File: src/rtl/line_clear_engine_pkg.sv
// Shared constants for the line-clear engine: board geometry defaults,
// FSM state encodings, and the score table used when scoring is enabled.
package line_clear_engine_pkg;

    localparam int ROWS_DEF = 20;
    localparam int COLS_DEF = 10;

    typedef enum logic [1:0] {
        S_IDLE   = 2'd0,
        S_CLEAR  = 2'd1,
        S_COMMIT = 2'd2
    } state_t;

    localparam int SCORE_W = 20;
    localparam logic [SCORE_W-1:0] SCORE_1   = 20'd40;
    localparam logic [SCORE_W-1:0] SCORE_2   = 20'd100;
    localparam logic [SCORE_W-1:0] SCORE_3   = 20'd300;
    localparam logic [SCORE_W-1:0] SCORE_4   = 20'd1200;
    // Largest value the six-digit decimal display can show.
    localparam logic [SCORE_W-1:0] SCORE_MAX = 20'd999999;

    function automatic logic [SCORE_W-1:0] score_for(input logic [4:0] n);
        logic [SCORE_W-1:0] s;
        s = '0;
        if (n == 5'd1)
            s = SCORE_1;
        else if (n == 5'd2)
            s = SCORE_2;
        else if (n == 5'd3)
            s = SCORE_3;
        else if (n >= 5'd4)
            s = SCORE_4;
        return s;
    endfunction

endpackage

File: src/rtl/line_clear_find_bottom.sv
// Priority encoder: reports whether any mask bit is set and the index of the
// highest-index set bit (the bottom-most full row). Ports: mask in; found, row out.
module line_clear_find_bottom #(
    parameter int ROWS  = 20,
    parameter int IDX_W = 5
) (
    input  logic [0:ROWS-1]  mask,
    output logic             found,
    output logic [IDX_W-1:0] row
);

    // Later iterations overwrite earlier ones, so the highest index wins.
    always_comb begin
        found = 1'b0;
        row   = '0;
        for (int i = 0; i < ROWS; i++) begin
            if (mask[i]) begin
                found = 1'b1;
                row   = IDX_W'(i);
            end
        end
    end

endmodule

File: src/rtl/line_clear_engine.sv
// Line-clear engine: snapshots the board and full-row flags on start, removes
// one full row per cycle (bottom-most first) and commits the compacted board.
// Ports: clk, rst_n (sync, active-low), start, board_in, full_lines in;
// board_out, board_we, done, busy, lines_cleared, total_lines out;
// score out only when LINE_CLEAR_SCORE_EN is defined.
module line_clear_engine
    import line_clear_engine_pkg::*;
#(
    parameter int ROWS  = ROWS_DEF,
    parameter int COLS  = COLS_DEF,
    parameter int CNT_W = 16
) (
    input  logic                   clk,
    input  logic                   rst_n,
    input  logic                   start,
    input  logic [0:ROWS*COLS-1]   board_in,
    input  logic [0:ROWS-1]        full_lines,
    output logic [0:ROWS*COLS-1]   board_out,
    output logic                   board_we,
    output logic                   done,
    output logic                   busy,
    output logic [4:0]             lines_cleared,
    output logic [CNT_W-1:0]       total_lines
`ifdef LINE_CLEAR_SCORE_EN
    ,
    output logic [SCORE_W-1:0]     score
`endif
);

    localparam int IDX_W = (ROWS > 1) ? $clog2(ROWS) : 1;

    state_t state;
    state_t state_nx;

    logic [0:ROWS*COLS-1] brd;
    logic [0:ROWS*COLS-1] brd_sh;
    logic [0:ROWS-1]      mask;
    logic [0:ROWS-1]      mask_sh;
    logic [4:0]           k;
    logic                 found;
    logic [IDX_W-1:0]     bot;
    logic [CNT_W:0]       tot_sum;
    logic [CNT_W-1:0]     tot_nx;

    line_clear_find_bottom #(
        .ROWS  (ROWS),
        .IDX_W (IDX_W)
    ) u_find (
        .mask  (mask),
        .found (found),
        .row   (bot)
    );

    always_ff @(posedge clk) begin
        if (!rst_n)
            state <= S_IDLE;
        else
            state <= state_nx;
    end

    always_comb begin
        state_nx = state;
        unique case (state)
            S_IDLE:   if (start) state_nx = S_CLEAR;
            S_CLEAR:  if (!found) state_nx = S_COMMIT;
            S_COMMIT: state_nx = S_IDLE;
            default:  state_nx = S_IDLE;
        endcase
    end

    // Drop row bot: rows 1..bot take the row above, row 0 fills with zeros.
    always_comb begin
        brd_sh         = brd;
        mask_sh        = mask;
        brd_sh[0 +: COLS] = '0;
        mask_sh[0]     = 1'b0;
        for (int i = 1; i < ROWS; i++) begin
            if (i <= int'(bot)) begin
                brd_sh[i*COLS +: COLS] = brd[(i-1)*COLS +: COLS];
                mask_sh[i]             = mask[i-1];
            end
        end
    end

    assign tot_sum = {1'b0, total_lines} + (CNT_W+1)'(k);
    assign tot_nx  = tot_sum[CNT_W] ? '1 : tot_sum[CNT_W-1:0];

`ifdef LINE_CLEAR_SCORE_EN
    logic [SCORE_W:0]   score_sum;
    logic [SCORE_W-1:0] score_nx;

    assign score_sum = {1'b0, score} + {1'b0, score_for(k)};
    assign score_nx  = (score_sum > {1'b0, SCORE_MAX}) ?
                       SCORE_MAX : score_sum[SCORE_W-1:0];

    always_ff @(posedge clk) begin
        if (!rst_n)
            score <= '0;
        else if (state == S_CLEAR && !found)
            score <= score_nx;
    end
`endif

    always_ff @(posedge clk) begin
        if (!rst_n) begin
            brd           <= '0;
            mask          <= '0;
            k             <= '0;
            board_out     <= '0;
            board_we      <= 1'b0;
            done          <= 1'b0;
            busy          <= 1'b0;
            lines_cleared <= '0;
            total_lines   <= '0;
        end else begin
            board_we <= 1'b0;
            done     <= 1'b0;
            busy     <= (state_nx != S_IDLE);
            unique case (state)
                S_IDLE: begin
                    if (start) begin
                        brd  <= board_in;
                        mask <= full_lines;
                        k    <= '0;
                    end
                end
                S_CLEAR: begin
                    if (found) begin
                        brd  <= brd_sh;
                        mask <= mask_sh;
                        k    <= k + 5'd1;
                    end else begin
                        board_out     <= brd;
                        lines_cleared <= k;
                        total_lines   <= tot_nx;
                        board_we      <= 1'b1;
                        done          <= 1'b1;
                    end
                end
                default: ;
            endcase
        end
    end

endmodule

File: config.mk
export PLATFORM = sky130hd
export DESIGN_NAME = line_clear_engine
export DESIGN_NICKNAME = d
export VERILOG_FILES = /design/src/rtl/line_clear_engine_pkg.sv /design/src/rtl/line_clear_find_bottom.sv /design/src/rtl/line_clear_engine.sv
export SDC_FILE = /design/constraint.sdc
export NUM_CORES = 1
export LEC_CHECK = 0
export BUFFER_PORTS_ARGS = -buffer_cell sky130_fd_sc_hd__buf_2
export CAP_MARGIN = 20
export CORE_ASPECT_RATIO = 1.75
export CORE_UTILIZATION = 31
export DETAILED_ROUTE_END_ITERATION = 12
export GPL_ROUTABILITY_DRIVEN = 0
export SLEW_MARGIN = 20
export SYNTH_ARGS = -nofsm -noshare
export SYNTH_HDL_FRONTEND = slang
export SYNTH_SLANG_ARGS = --single-unit
File: constraint.sdc
create_clock -name clk -period 7.5 [get_ports clk]
set_input_delay 0.75 -clock clk [delete_from_list [all_inputs] [get_ports clk]]
set_output_delay 0.75 -clock clk [all_outputs]
set_load 0.02 [all_outputs]
==> results of run 1 <==
==> metrics by stage <==
step           instance area (um2)  power, W
5_1_grt                      22500   0.00617
6_report                     22500   0.00592
2_1_floorplan                18300   0.00335
3_5_place_dp                 21000   0.00368
3_3_place_gp                 21000   0.00365
4_1_cts                      22400   0.00597
==> synth_stat cells, types with 3 or more instances <==
cell,count,area share [%]
buf_1,6,0.12
dfxtp_1,450,49
buf_4,3,0.12
nand4_1,7,0.24
xor2_1,11,0.53
clkbuf_1,146,3.0
nor2b_1,3,0.10
o22a_1,21,1.0
o21ai_1,11,0.30
buf_2,42,1.1
nand2b_1,3,0.10
nand3_1,29,0.79
o21bai_1,3,0.12
ha_1,6,0.41
or4_1,6,0.25
nor3b_1,13,0.53
nor4_1,5,0.17
nand2_1,701,14
nor3_1,10,0.27
o221a_2,21,1.3
a211oi_1,3,0.12
inv_1,8,0.16
mux2i_1,53,2.9
o21ai_0,14,0.38
a21oi_1,287,7.8
nor2_1,149,3.1
a21o_1,7,0.29
a311oi_1,164,7.8
o311a_1,11,0.60
a31oi_1,8,0.27
==> state kept, by name, indices dropped and copies added (netlist names) <==
register / cells
lines_cleared: 5
busy: 1
brd: 200
board_out: 200
total_lines: 16
done: 1
k: 5
state: 2
mask: 20
==> report_power, final <==
| part | internal, W | switching [W] | leakage, nW | total, W |
|---|---|---|---|---|
| sequential | 0.00257 | 0.000184 | 3.68 | 0.00276 |
| combinational | 0.000320 | 0.000560 | 4.89 | 0.000880 |
| clock | 0.00129 | 0.000988 | 0.727 | 0.00228 |
==> cells in the final DEF (no fill, tap or decap), types with 3 or more instances in the layout <==
cell type | synthesis | layout
nand2_1 | 701 | 701
dfxtp_1 | 450 | 450
buf_2 | 42 | 446
a21oi_1 | 287 | 284
a311oi_1 | 164 | 164
nor2_1 | 149 | 147
mux2i_1 | 53 | 53
clkbuf_16 | 0 | 47
nand3_1 | 29 | 29
o22a_1 | 21 | 21
o221a_2 | 21 | 21
buf_4 | 3 | 18
nor3b_1 | 13 | 13
o21ai_0 | 14 | 12
xor2_1 | 11 | 11
o311a_1 | 11 | 11
clkbuf_8 | 0 | 11
nor3_1 | 10 | 10
o21ai_1 | 11 | 10
clkbuf_1 | 146 | 9
inv_1 | 8 | 8
nand4_1 | 7 | 7
a21o_1 | 7 | 7
clkinv_2 | 0 | 7
or4_1 | 6 | 6
ha_1 | 6 | 6
diode_2 | 0 | 5
nor4_1 | 5 | 5
a31oi_1 | 8 | 5
o21ai_2 | 1 | 3
o21bai_1 | 3 | 3
clkinv_4 | 0 | 3
==> worst reg2reg max path, stage by stage, from the launching register on <==
cell and delay (ps):
dfxtp_1 560, nor2b_4 720, buf_4 750, nor2_1 370
a21o_2 390, a31oi_2 790, nor2_1 140, a311oi_1 290
==> per-layer routing <==
layer,GRT usage [%],part of all wire [%],up-vias
li1,-,-,8440
met4,10.6,5.0,38
met2,36.6,49,655
met1,23.5,38,8172
met5,0,0.37,-
met3,5.02,7.2,169
==> cell families (layout without fill, tap and decap cells) <==
family / Yosys count / in the layout / share of synthesized area [%]
AOI/OAI and AO/OA: 572 / 572 / 21.3
xor gates and xnor gates: 13 / 13 / 0.622
adders and majority gates: 7 / 7 / 0.519
buffers and inverters: 206 / 554 / 4.57
DFF: 450 / 450 / 49.2
muxes: 53 / 53 / 2.90
other: 0 / 5 / 0
and+or+nand+nor: 943 / 943 / 20.9
==> cell type report <==
class / instances / share of cell area [%]
well taps: 773 / 4.30
clock inverters: 13 / 0.478
diodes: 5 / 0.0556
flip-flops and latches: 450 / 40.0
clock buffers: 67 / 6.05
inverters: 9 / 0.184
multi-input cells: 1588 / 38.3
repair buffers: 465 / 10.6
==> final timing paths <==
check | endpoint | slack (ps) | start
max | brd[12]$_SDFFE_PN0P_ | 3390 | state[0]$_SDFF_PN0_
min | brd[6]$_SDFFE_PN0P_ | 430 | board_in[6]
max reg2reg | brd[12]$_SDFFE_PN0P_ | 3390 | state[0]$_SDFF_PN0_
min reg2reg | board_out[107]$_SDFFE_PN0P_ | 450 | board_out[107]$_SDFFE_PN0P_
==> metrics.cfg, run 1 <==
[placed_design]
port_buffers=446
placed_cells=3284
hpwl_um=46500
post-place-ws_ps=3230

[setup_path]
crit_slowest_cell=a31oi_2
cp-start-kind=flip-flop
crit_family=compound AO/OA/AOI/OAI gates
crit_fanout=61
cp_cell_sequence=nor2b_4 -> buf_4 -> nor2_1 -> a21o_2 -> a31oi_2 -> nor2_1 -> a311oi_1
criticalPathCategory=reg2reg
slowest_delay_ps=790
critical_path_required_ps=7970
cp_num_buf_inv=1
ff2ff_path_depth=7
critPathCaptureType=flip-flop
timing.critical_path.mode_cell=nor2_1
critical_path_arrival_ps=4580
path_depth=7

[sta]
final_max_slew_viol_count=0
fin_crit_sh_pct=54.8
fin_tns_setup_ps=0
whs_ps=426
fmax_mhz=243
period_needed_ps=4110
clock_skew_ps=13.9
relSlewSlack_pct=24.8
setup_slack_ps=3390
setup_violations=0
rsz0062_at_grt=false
tightest_slew_ps=1130
hold_viol=0

[synth]
synth_seq_cells=450
synth_fp_nets=2474
synth_area_um2=18300
yosysUniqueCellTypes=65
synthCells=2244
ys_async_sr_fraction_pct=0
yosysSeqAreaShare_pct=49.2
synth_edf_count=0
avgSynthCellArea_um2=8.16
synth_warnings=0
ys.flop_type=dfxtp_1

[routing]
drc_errors=0
drtIter0Drc=1147
drt-vias-per-instance=5.19
ant_nets=0
vias=17500
dr.pass1.iters=5
wl_per_cell_um=19.4
drt_wl_total_um=65400

[global_route]
grt_pass1_vias=16700
grt_pass1_wl_um=97200
antenna_found_initial=25
gr-total-overflow=0
grt_max_degree=194
grt_use_total_pct=21.0

[cts]
clockRootBuffer=clkbuf_16
clockBufferDepth=3
clkSlewWorstSetupHoldPaths_ps=70
cts_tree=done
cts_hold_buf=0
cts_buffers=45
htreeDepth=2
clock_latency_ps=570
cts.sinks=450
post_cts_resized=0
postCtsSetupRepairBufs=0

[die]
rows=117
die_h_um=324
die_w_um=186
start_util_pct=31.4
dieArea_um2=60100
io_pins=447
core-area_um2=58300

[final_layout]
drive_gt1_share_pct=22.8
multi_input_area_um2=8610
areaGrowthSynthToFinish_pct=22.8
utilization_pct=38.6
fill_cells=6120
regArea_um2=9010
fin_nets=2789
final_cells=3370

[run_status]
outcome=complete, no violations

[power_and_ir_drop]
p_per_area_nw_per_um2=263
power.leakage_nw=9.29
peakVddDrop_uv=186

[run]
drv_cap=0

[worst_hold_path]
hold_path_class=in2reg
hold_depth=3

(Power assumes the default switching activity.)
==> run 2, diff against run 1 <==
==> constraint.sdc (replaced) <==
create_clock -name clk -period 3.81 [get_ports clk]
set_input_delay 0.381 -clock clk [delete_from_list [all_inputs] [get_ports clk]]
set_output_delay 0.381 -clock clk [all_outputs]
set_load 0.02 [all_outputs]
==> run 2 against run 1 <==
Effect of this change: wire length rose by 0.22%; power is 100% higher; critical path depth is the same; worst setup slack lost 2600 ps; non-clock buffer count rose by 10; via count is 0.31% higher; count of clock-buffer cells in the layout shrank 5; clock power rose by 110%; critical endpoint is now brd[13]$_SDFFE_PN0P_; largest power group unchanged.
==> metrics.cfg, run 2 (synthesis gave the netlist of run 1 again) <==
[cts]
clockRootBuffer=clkbuf_16
htreeDepth=2
clkSlewWorstSetupHoldPaths_ps=70
clockBufferDepth=3
postCtsSetupRepairBufs=0
cts_hold_buf=0
post_cts_resized=0
clock_latency_ps=570
cts_buffers=45
cts_tree=done
cts.sinks=450

[global_route]
antenna_found_initial=29
grt_pass1_vias=17100
grt_busiest_layer=met2
grt_use_total_pct=21.0
use_met1_pct=23.6
gr-usage-met2_pct=36.4
grt_max_degree=149
grt_pass1_wl_um=97500
gr-total-overflow=0
grtUsageMet3_pct=5.49

[die]
core-area_um2=58300
rows=117
die_h_um=324
dieArea_um2=60100
io_pins=447
die_w_um=186
start_util_pct=31.4

[routing]
drc_errors=0
wl_per_cell_um=19.3
drt_wl_total_um=65500
drt-vias-per-instance=5.17
ant_nets=0
vias=17500
drtIter0Drc=980
dr.pass1.iters=5

[sta]
hold_viol=0
clock_skew_ps=18.0
fin_tns_setup_ps=0
setup_slack_ps=804
rsz0062_at_grt=false
final_max_slew_viol_count=0
fmax_mhz=333
tightest_slew_ps=1040
period_needed_ps=3010
relSlewSlack_pct=30.4
fin_crit_sh_pct=78.9
setup_violations=0

[worst_hold_path]
hold_path_class=in2reg
hold_depth=3

[power_and_ir_drop]
finalPower_w=0.0118
p_per_area_nw_per_um2=522
peakVddDrop_uv=311
power.leakage_nw=9.38

[final_layout]
areaGrowthSynthToFinish_pct=23.9
stdcell_area_um2=22700
top_regs=board_out: 200 flops, brd: 200 flops, mask: 20 flops
utilization_pct=38.9
fin_nets=2799
drive_gt1_share_pct=23.3
layout_commonest_cell=nand2_1
mostFrequentLayoutCells=701 x nand2_1, 450 x dfxtp_1, 446 x buf_2, 284 x a21oi_1, 164 x a311oi_1

[placed_design]
postPlaceCellArea_um2=21100
post-place-ws_ps=896
port_buffers=446
hpwl_um=46100

[setup_path]
critical_path_arrival_ps=3400
cp_cell_sequence=nor2b_4 -> buf_4 -> nand4_1 -> nor2_1 -> a31oi_2 -> nor2_1 -> a311oi_1
critPathCaptureType=flip-flop
critical_path_required_ps=4200
timing.critical_path.mode_cell=nor2_1
ff2ff_path_depth=7
crit_slowest_cell=dfxtp_1
crit_fanout=49
cp-start-kind=flip-flop
slowest_delay_ps=570
criticalPathCategory=reg2reg

[run_status]
outcome=complete, no violations

[run]
drv_cap=0

==> run 2: layout make-up <==
cell class / count / area (um2)
Fill cell: 6137 / 35600
Sequential cell: 450 / 9010
Multi-Input combinational cell: 1588 / 8590
Timing Repair Buffer: 475 / 2510
Clock buffer: 62 / 1330
Tap cell: 773 / 967
Clock inverter: 20 / 205
Inverter: 9 / 41.3
Antenna cell: 12 / 30.0
==> run 2: worst paths after layout <==
path,endpoint,start,slack [ps]
max,brd[13]$_SDFFE_PN0P_,state[0]$_SDFF_PN0_,800
min,brd[2]$_SDFFE_PN0P_,board_in[2],50
max reg2reg,brd[13]$_SDFFE_PN0P_,state[0]$_SDFF_PN0_,800
min reg2reg,board_out[122]$_SDFFE_PN0P_,board_out[122]$_SDFFE_PN0P_,450
==> run 2: power breakdown <==
part	leakage, nW	internal (W)	switching (W)
registers	3.68	0.00506	0.000354
logic	4.95	0.000643	0.00111
clock network	0.758	0.00267	0.00201
==> run 2: metrics by stage <==
stage,hold slack (ps),instances
after global routing,38.3,3386
after CTS,12.1,3377
final,47.0,3389
after global placement,435,3295
after detailed placement,440,3295
after floorplan,437,2244
==> run 2: worst max-delay path: cells and delay by family (launching register included) <==
kind | cells | cell delay, ps
AND/OR/NAND/NOR | 4 | 1180
AO/OA/AOI/OAI | 2 | 560
buffers and inverters | 1 | 510
flip-flops | 1 | 570
==> run 2: metal layers <==
layer | part of all wire [%] | vias to the layer above
met3 | 7.4 | 164
li1 | - | 8482
met2 | 50 | 612
met4 | 4.2 | 32
met5 | 0.29 | -
met1 | 38 | 8238
